File: src/rtl/data_memory_controller.sv
// Load/store sequencer between the memory stage and a req/ack data bus.
// Holds the pipeline while an access is outstanding and returns extended load data.
module data_memory_controller #(
  parameter int TIMEOUT = 255
) (
  input  logic        clk,
  input  logic        rst,
  input  logic        req_read,
  input  logic        req_write,
  input  logic [31:0] req_addr,
  input  logic [31:0] req_wdata,
  input  logic [2:0]  req_funct3,
  output logic        stall,
  output logic [31:0] load_data,
  output logic        load_valid,
  output logic        access_fault,
  output logic        bus_error,
  output logic        mem_req,
  output logic        mem_we,
  output logic [31:0] mem_addr,
  output logic [31:0] mem_wdata,
  output logic [3:0]  mem_be,
  input  logic [31:0] mem_rdata,
  input  logic        mem_ack,
  output logic [1:0]  dbg_state
);

  localparam int CW = (TIMEOUT < 2) ? 1 : $clog2(TIMEOUT);
  localparam logic [CW-1:0] CNT_LAST = CW'(TIMEOUT - 1);

  typedef enum logic [1:0] {
    IDLE   = 2'd0,
    ACCESS = 2'd1,
    DONE   = 2'd2
  } state_t;

  state_t        state, state_n;
  logic [CW-1:0] cnt;
  logic [2:0]    f3_q;
  logic [1:0]    off_q;

  logic          req_valid;
  logic          legal_f3;
  logic          misaligned;
  logic          fault;
  logic          accept;
  logic          timeout_hit;
  logic [3:0]    be_n;
  logic [31:0]   wdata_n;
  logic [31:0]   rd_shift;
  logic [31:0]   load_ext;

  assign dbg_state = state;

  // Request decode: a store takes priority when both strobes are high.
  assign req_valid = req_read | req_write;

  always_comb begin
    legal_f3 = 1'b0;
    case (req_funct3)
      3'b000, 3'b001, 3'b010: legal_f3 = 1'b1;
      3'b100, 3'b101:         legal_f3 = ~req_write;
      default:                legal_f3 = 1'b0;
    endcase
  end

  assign misaligned = ((req_funct3[1:0] == 2'b01) & req_addr[0]) |
                      ((req_funct3[1:0] == 2'b10) & (req_addr[1:0] != 2'b00));
  assign fault      = ~legal_f3 | misaligned;

  assign accept       = (state == IDLE) & req_valid & ~fault;
  assign access_fault = (state == IDLE) & req_valid & fault;
  assign stall        = accept | (state == ACCESS);
  assign timeout_hit  = (state == ACCESS) & ~mem_ack & (cnt == CNT_LAST);

  // Lane placement of store data and byte enables.
  always_comb begin
    be_n    = 4'b1111;
    wdata_n = req_wdata;
    case (req_funct3[1:0])
      2'b00: begin
        be_n    = 4'b0001 << req_addr[1:0];
        wdata_n = {24'b0, req_wdata[7:0]} << {req_addr[1:0], 3'b000};
      end
      2'b01: begin
        be_n    = 4'b0011 << req_addr[1:0];
        wdata_n = {16'b0, req_wdata[15:0]} << {req_addr[1:0], 3'b000};
      end
      default: begin
        be_n    = 4'b1111;
        wdata_n = req_wdata;
      end
    endcase
  end

  // Word accesses are always aligned, so the shift is a no-op for them.
  assign rd_shift = mem_rdata >> {off_q, 3'b000};

  always_comb begin
    load_ext = rd_shift;
    case (f3_q)
      3'b000:  load_ext = {{24{rd_shift[7]}}, rd_shift[7:0]};
      3'b001:  load_ext = {{16{rd_shift[15]}}, rd_shift[15:0]};
      3'b100:  load_ext = {24'b0, rd_shift[7:0]};
      3'b101:  load_ext = {16'b0, rd_shift[15:0]};
      default: load_ext = rd_shift;
    endcase
  end

  always_comb begin
    state_n = state;
    case (state)
      IDLE:    if (accept) state_n = ACCESS;
      ACCESS:  if (mem_ack || timeout_hit) state_n = DONE;
      DONE:    state_n = IDLE;
      default: state_n = IDLE;
    endcase
  end

  always_ff @(posedge clk or posedge rst) begin
    if (rst) state <= IDLE;
    else     state <= state_n;
  end

  always_ff @(posedge clk or posedge rst) begin
    if (rst) begin
      mem_req    <= 1'b0;
      mem_we     <= 1'b0;
      mem_addr   <= 32'b0;
      mem_wdata  <= 32'b0;
      mem_be     <= 4'b0;
      load_data  <= 32'b0;
      load_valid <= 1'b0;
      bus_error  <= 1'b0;
      cnt        <= '0;
      f3_q       <= 3'b0;
      off_q      <= 2'b0;
    end else begin
      load_valid <= 1'b0;
      bus_error  <= 1'b0;
      case (state)
        IDLE: begin
          if (accept) begin
            mem_req   <= 1'b1;
            mem_we    <= req_write;
            mem_addr  <= {req_addr[31:2], 2'b00};
            mem_wdata <= wdata_n;
            mem_be    <= be_n;
            f3_q      <= req_funct3;
            off_q     <= req_addr[1:0];
            cnt       <= '0;
          end
        end
        ACCESS: begin
          if (mem_ack) begin
            mem_req    <= 1'b0;
            load_valid <= ~mem_we;
            if (!mem_we) load_data <= load_ext;
          end else if (timeout_hit) begin
            mem_req    <= 1'b0;
            bus_error  <= 1'b1;
            load_data  <= 32'b0;
            load_valid <= ~mem_we;
          end else begin
            cnt <= cnt + CW'(1);
          end
        end
        default: ;
      endcase
    end
  end

endmodule

File: config.mk
export PLATFORM = sky130hd
export DESIGN_NAME = data_memory_controller
export DESIGN_NICKNAME = d
export VERILOG_FILES = /design/src/rtl/data_memory_controller.sv
export SDC_FILE = /design/constraint.sdc
export NUM_CORES = 1
export LEC_CHECK = 0
export ABC_CLOCK_PERIOD_IN_PS = 5400
export CORE_UTILIZATION = 45
export CTS_BUF_LIST = sky130_fd_sc_hd__clkbuf_8
export DETAILED_ROUTE_END_ITERATION = 12
export GPL_TIMING_DRIVEN = 1
export PLACE_DENSITY = 0.82
export SLEW_MARGIN = 25
export SYNTH_ARGS = -nofsm -noshare
export SYNTH_HDL_FRONTEND = slang
export SYNTH_SLANG_ARGS = --single-unit
File: constraint.sdc
create_clock -name clk -period 5.4 [get_ports clk]
set_input_delay 1.08 -clock clk [delete_from_list [all_inputs] [get_ports clk]]
set_output_delay 1.08 -clock clk [all_outputs]
set_load 0.01 [all_outputs]
==> impl_metrics.env <==
export IMPL_fmax_mhz=237
export IMPL_synth_edff_count=0
export IMPL_setup_viol=0
export IMPL_hp_class="flip-flop to flip-flop"
export IMPL_yosysWarnings=0
export IMPL_ys_ff_latch=117
export IMPL_grt_overflow_total=0
export IMPL_cts_buffer_depth=2
export IMPL_insertion_delay_ns=0.43
export IMPL_num_vias=5241
export IMPL_hold_viol=0
export IMPL_finalPower_mw=4.31
export IMPL_core_area_sq_um=12000
export IMPL_crit_arrival_ns=3.14
export IMPL_num_antenna_cells=0
export IMPL_status="completed"
export IMPL_clock_sinks=117
export IMPL_initial_core_util_pct=46.4
export IMPL_antenna_found_initial=0
export IMPL_pwr_density_cell_nw_per_um2=527
export IMPL_pwr_share_comb_pct=42.4
export IMPL_path_clk_slew_ns=0.06
export IMPL_ir_drop_v=0.000336
export IMPL_area_growth_pct=46.9
export IMPL_grt_pass1_vias=5274
export IMPL_synthArstFlopShare_pct=100
export IMPL_wirelength_um=16600
export IMPL_path_class="input pin to output pin"
export IMPL_worst_ep_required_time_ns=4.32
export IMPL_max_cap_violations=0
export IMPL_port_buffers=209
export IMPL_slew_headroom_pct=31.8
export IMPL_drt_pass1_iter_count=5
export IMPL_cts_root_buf="clkbuf_8"
export IMPL_grt_pass1_wl_um=26500
export IMPL_std_cell_rows=40
export IMPL_drive_above_1_share_pct=7.53
export IMPL_die_h_um=113
export IMPL_yosysMostFrequentCell="nand2_1"
export IMPL_seq_power_share_pct=35.6
export IMPL_worst_slew_pin_slew_ns=1.02
export IMPL_yosysTopAreaCell="dfrtp_1"
export IMPL_gp_congestion=0.858
export IMPL_routedWlPerCell_um=17.8
export IMPL_track_usage_pct=26.7
export IMPL_synth_cell_types=47
export IMPL_ioPinCount=212
export IMPL_ys_seq_area_share_pct=52.6
export IMPL_synth_area_leaders="dfrtp_1 53%, nand2_1 11%, a221oi_1 3.9%, nor2_1 3.3%, a221o_1 2.9%"
export IMPL_cts_tree="yes"
export IMPL_cts_made_buffers=17
export IMPL_htree_levels=4
export IMPL_synth_area_sq_um=5570
export IMPL_ys_top_cells_by_count="159 x nand2_1, 117 x dfrtp_1, 49 x nor2_1"
export IMPL_ctsResizeCount=0
export IMPL_grt_setup_unrepaired="no"
export IMPL_synth_top_area_share_pct=52.6
export IMPL_slew_viol_final=0
export IMPL_fp_dieW_um=113
export IMPL_dr_first_iter_drc_count=392
export IMPL_critPathLaunchType="input pin"
export IMPL_avgSynthCellArea_sq_um=9.65
export IMPL_hpwl_um=11900
export IMPL_final_util_pct=68.1
export IMPL_cts_setup_buffers=0
export IMPL_worst_setup_path_end_kind="output pin"
export IMPL_grt_start_max_net_pins=84
export IMPL_ys_flop_type="dfrtp_1"
export IMPL_nets=877
export IMPL_switching_share_pct=33.2
export IMPL_min_period_over_period_pct=78.1
export IMPL_dieArea_sq_um=12800
export IMPL_path_max_fanout=23
export IMPL_power_leakage_nw=3.61
export IMPL_drc=0
export IMPL_power_switching_mw=1.43
export IMPL_min_period_ns=4.22
export IMPL_p_int_mw=2.88
export IMPL_p_clk_share_pct=22.0
export IMPL_syn_inst=577
export IMPL_cts_hold_fix_buffers=0
export IMPL_n_fill_cell=942
export IMPL_via_per_inst=5.63
export IMPL_postRouteAntennaNets=0
export IMPL_skew_ns=0.00860
export IMPL_tns_ns=0
[cell type report]
type / count / area [sq um] / share of cell area (%)
timing repair buffer: 217 / 2150 / 26.3
inverter: 2 / 10.0 / 0.122
tap: 147 / 184 / 2.25
clock buffer: 22 / 303 / 3.70
sequential: 117 / 2930 / 35.8
multi-input combinational: 416 / 2430 / 29.7
clock inverter: 10 / 174 / 2.13
[flip-flops by register name, summed over array words and instances, names as in the netlist]
name        cells
mem_be          4
mem_req         1
load_data      32
mem_wdata      32
load_valid      1
mem_addr       30
dbg_state       2
f3_q            3
mem_we          1
bus_error       1
cnt             8
off_q           2
[worst paths after layout]
kind / endpoint / start / slack, ns / cells after the start
setup / recovery: stall / req_addr[0] / 1.18 / 6
hold / removal: mem_wdata[7] / mem_wdata[7] / 0.47 / 2
setup reg to reg: load_data[24] / dbg_state[1] / 2.82 / 4
hold reg to reg: mem_wdata[7] / mem_wdata[7] / 0.47 / 2
max in group asynchronous: mem_be[2] / rst / 3.47 / 3
min in group asynchronous: mem_addr[22] / rst / 1.00 / 2
[kinds of logic (layout without fill, tap and decap cells)]
family	Yosys count	count (layout)	share of synthesized area (%)
mux	25	25	4.92
xor+xnor	4	4	0.629
buf+inv	45	251	4.20
compound gates	110	110	15.1
simple gates	273	273	22.1
other cells	1	2	0.0674
fa+ha+maj	2	2	0.449
flops	117	117	52.6
[power groups by stage]
stage	Sequential [mW]	Clock (mW)	Combinational (mW)
final	1.53	0.946	1.83
after global routing	1.58	1.00	1.97
after CTS	1.53	0.966	1.84
after detailed placement	1.54	0	1.83
after global placement	1.52	0	1.79
after floorplan	1.63	0	0.727
[cells in the final DEF (no fill, tap or decap), types with 10 or more instances in the layout]
cell type,n
clkdlybuf4s50_1,209
nand2_1,159
dfrtp_1,117
nor2_1,49
a221oi_1,25
o21ai_0,25
clkbuf_8,22
a221o_1,16
mux2i_1,15
nor2b_1,14
nand3_1,11
nand2b_1,10
[metal layers]
| layer | wire length, um | vias up | track usage (%) |
|---|---|---|---|
| met5 | 0 | - | 0 |
| met4 | 455 | 0 | 12.7 |
| met3 | 1320 | 34 | 7.66 |
| met2 | 8040 | 260 | 43.9 |
| met1 | 6790 | 2546 | 32.3 |
| li1 | - | 2401 | - |
[critical path, stage by stage]
cell             delay, ns
clkdlybuf4s50_1       0.41
buf_4                 0.21
nor4_1                0.61
o221ai_4              0.18
nand2_1               0.11
clkdlybuf4s50_1       0.54
[through the flow]
stage,hold WS [ns],instances,setup WS [ns],instance area [sq um]
after floorplan,0.485,578,1.22,5570
after global placement,0.450,899,1.22,7700
after detailed placement,0.456,899,1.20,7700
after CTS,0.471,931,1.19,8180
after global routing,0.488,931,1.12,8180
final,0.467,931,1.18,8180
No activity file was read; power rests on OpenSTA's default activity.
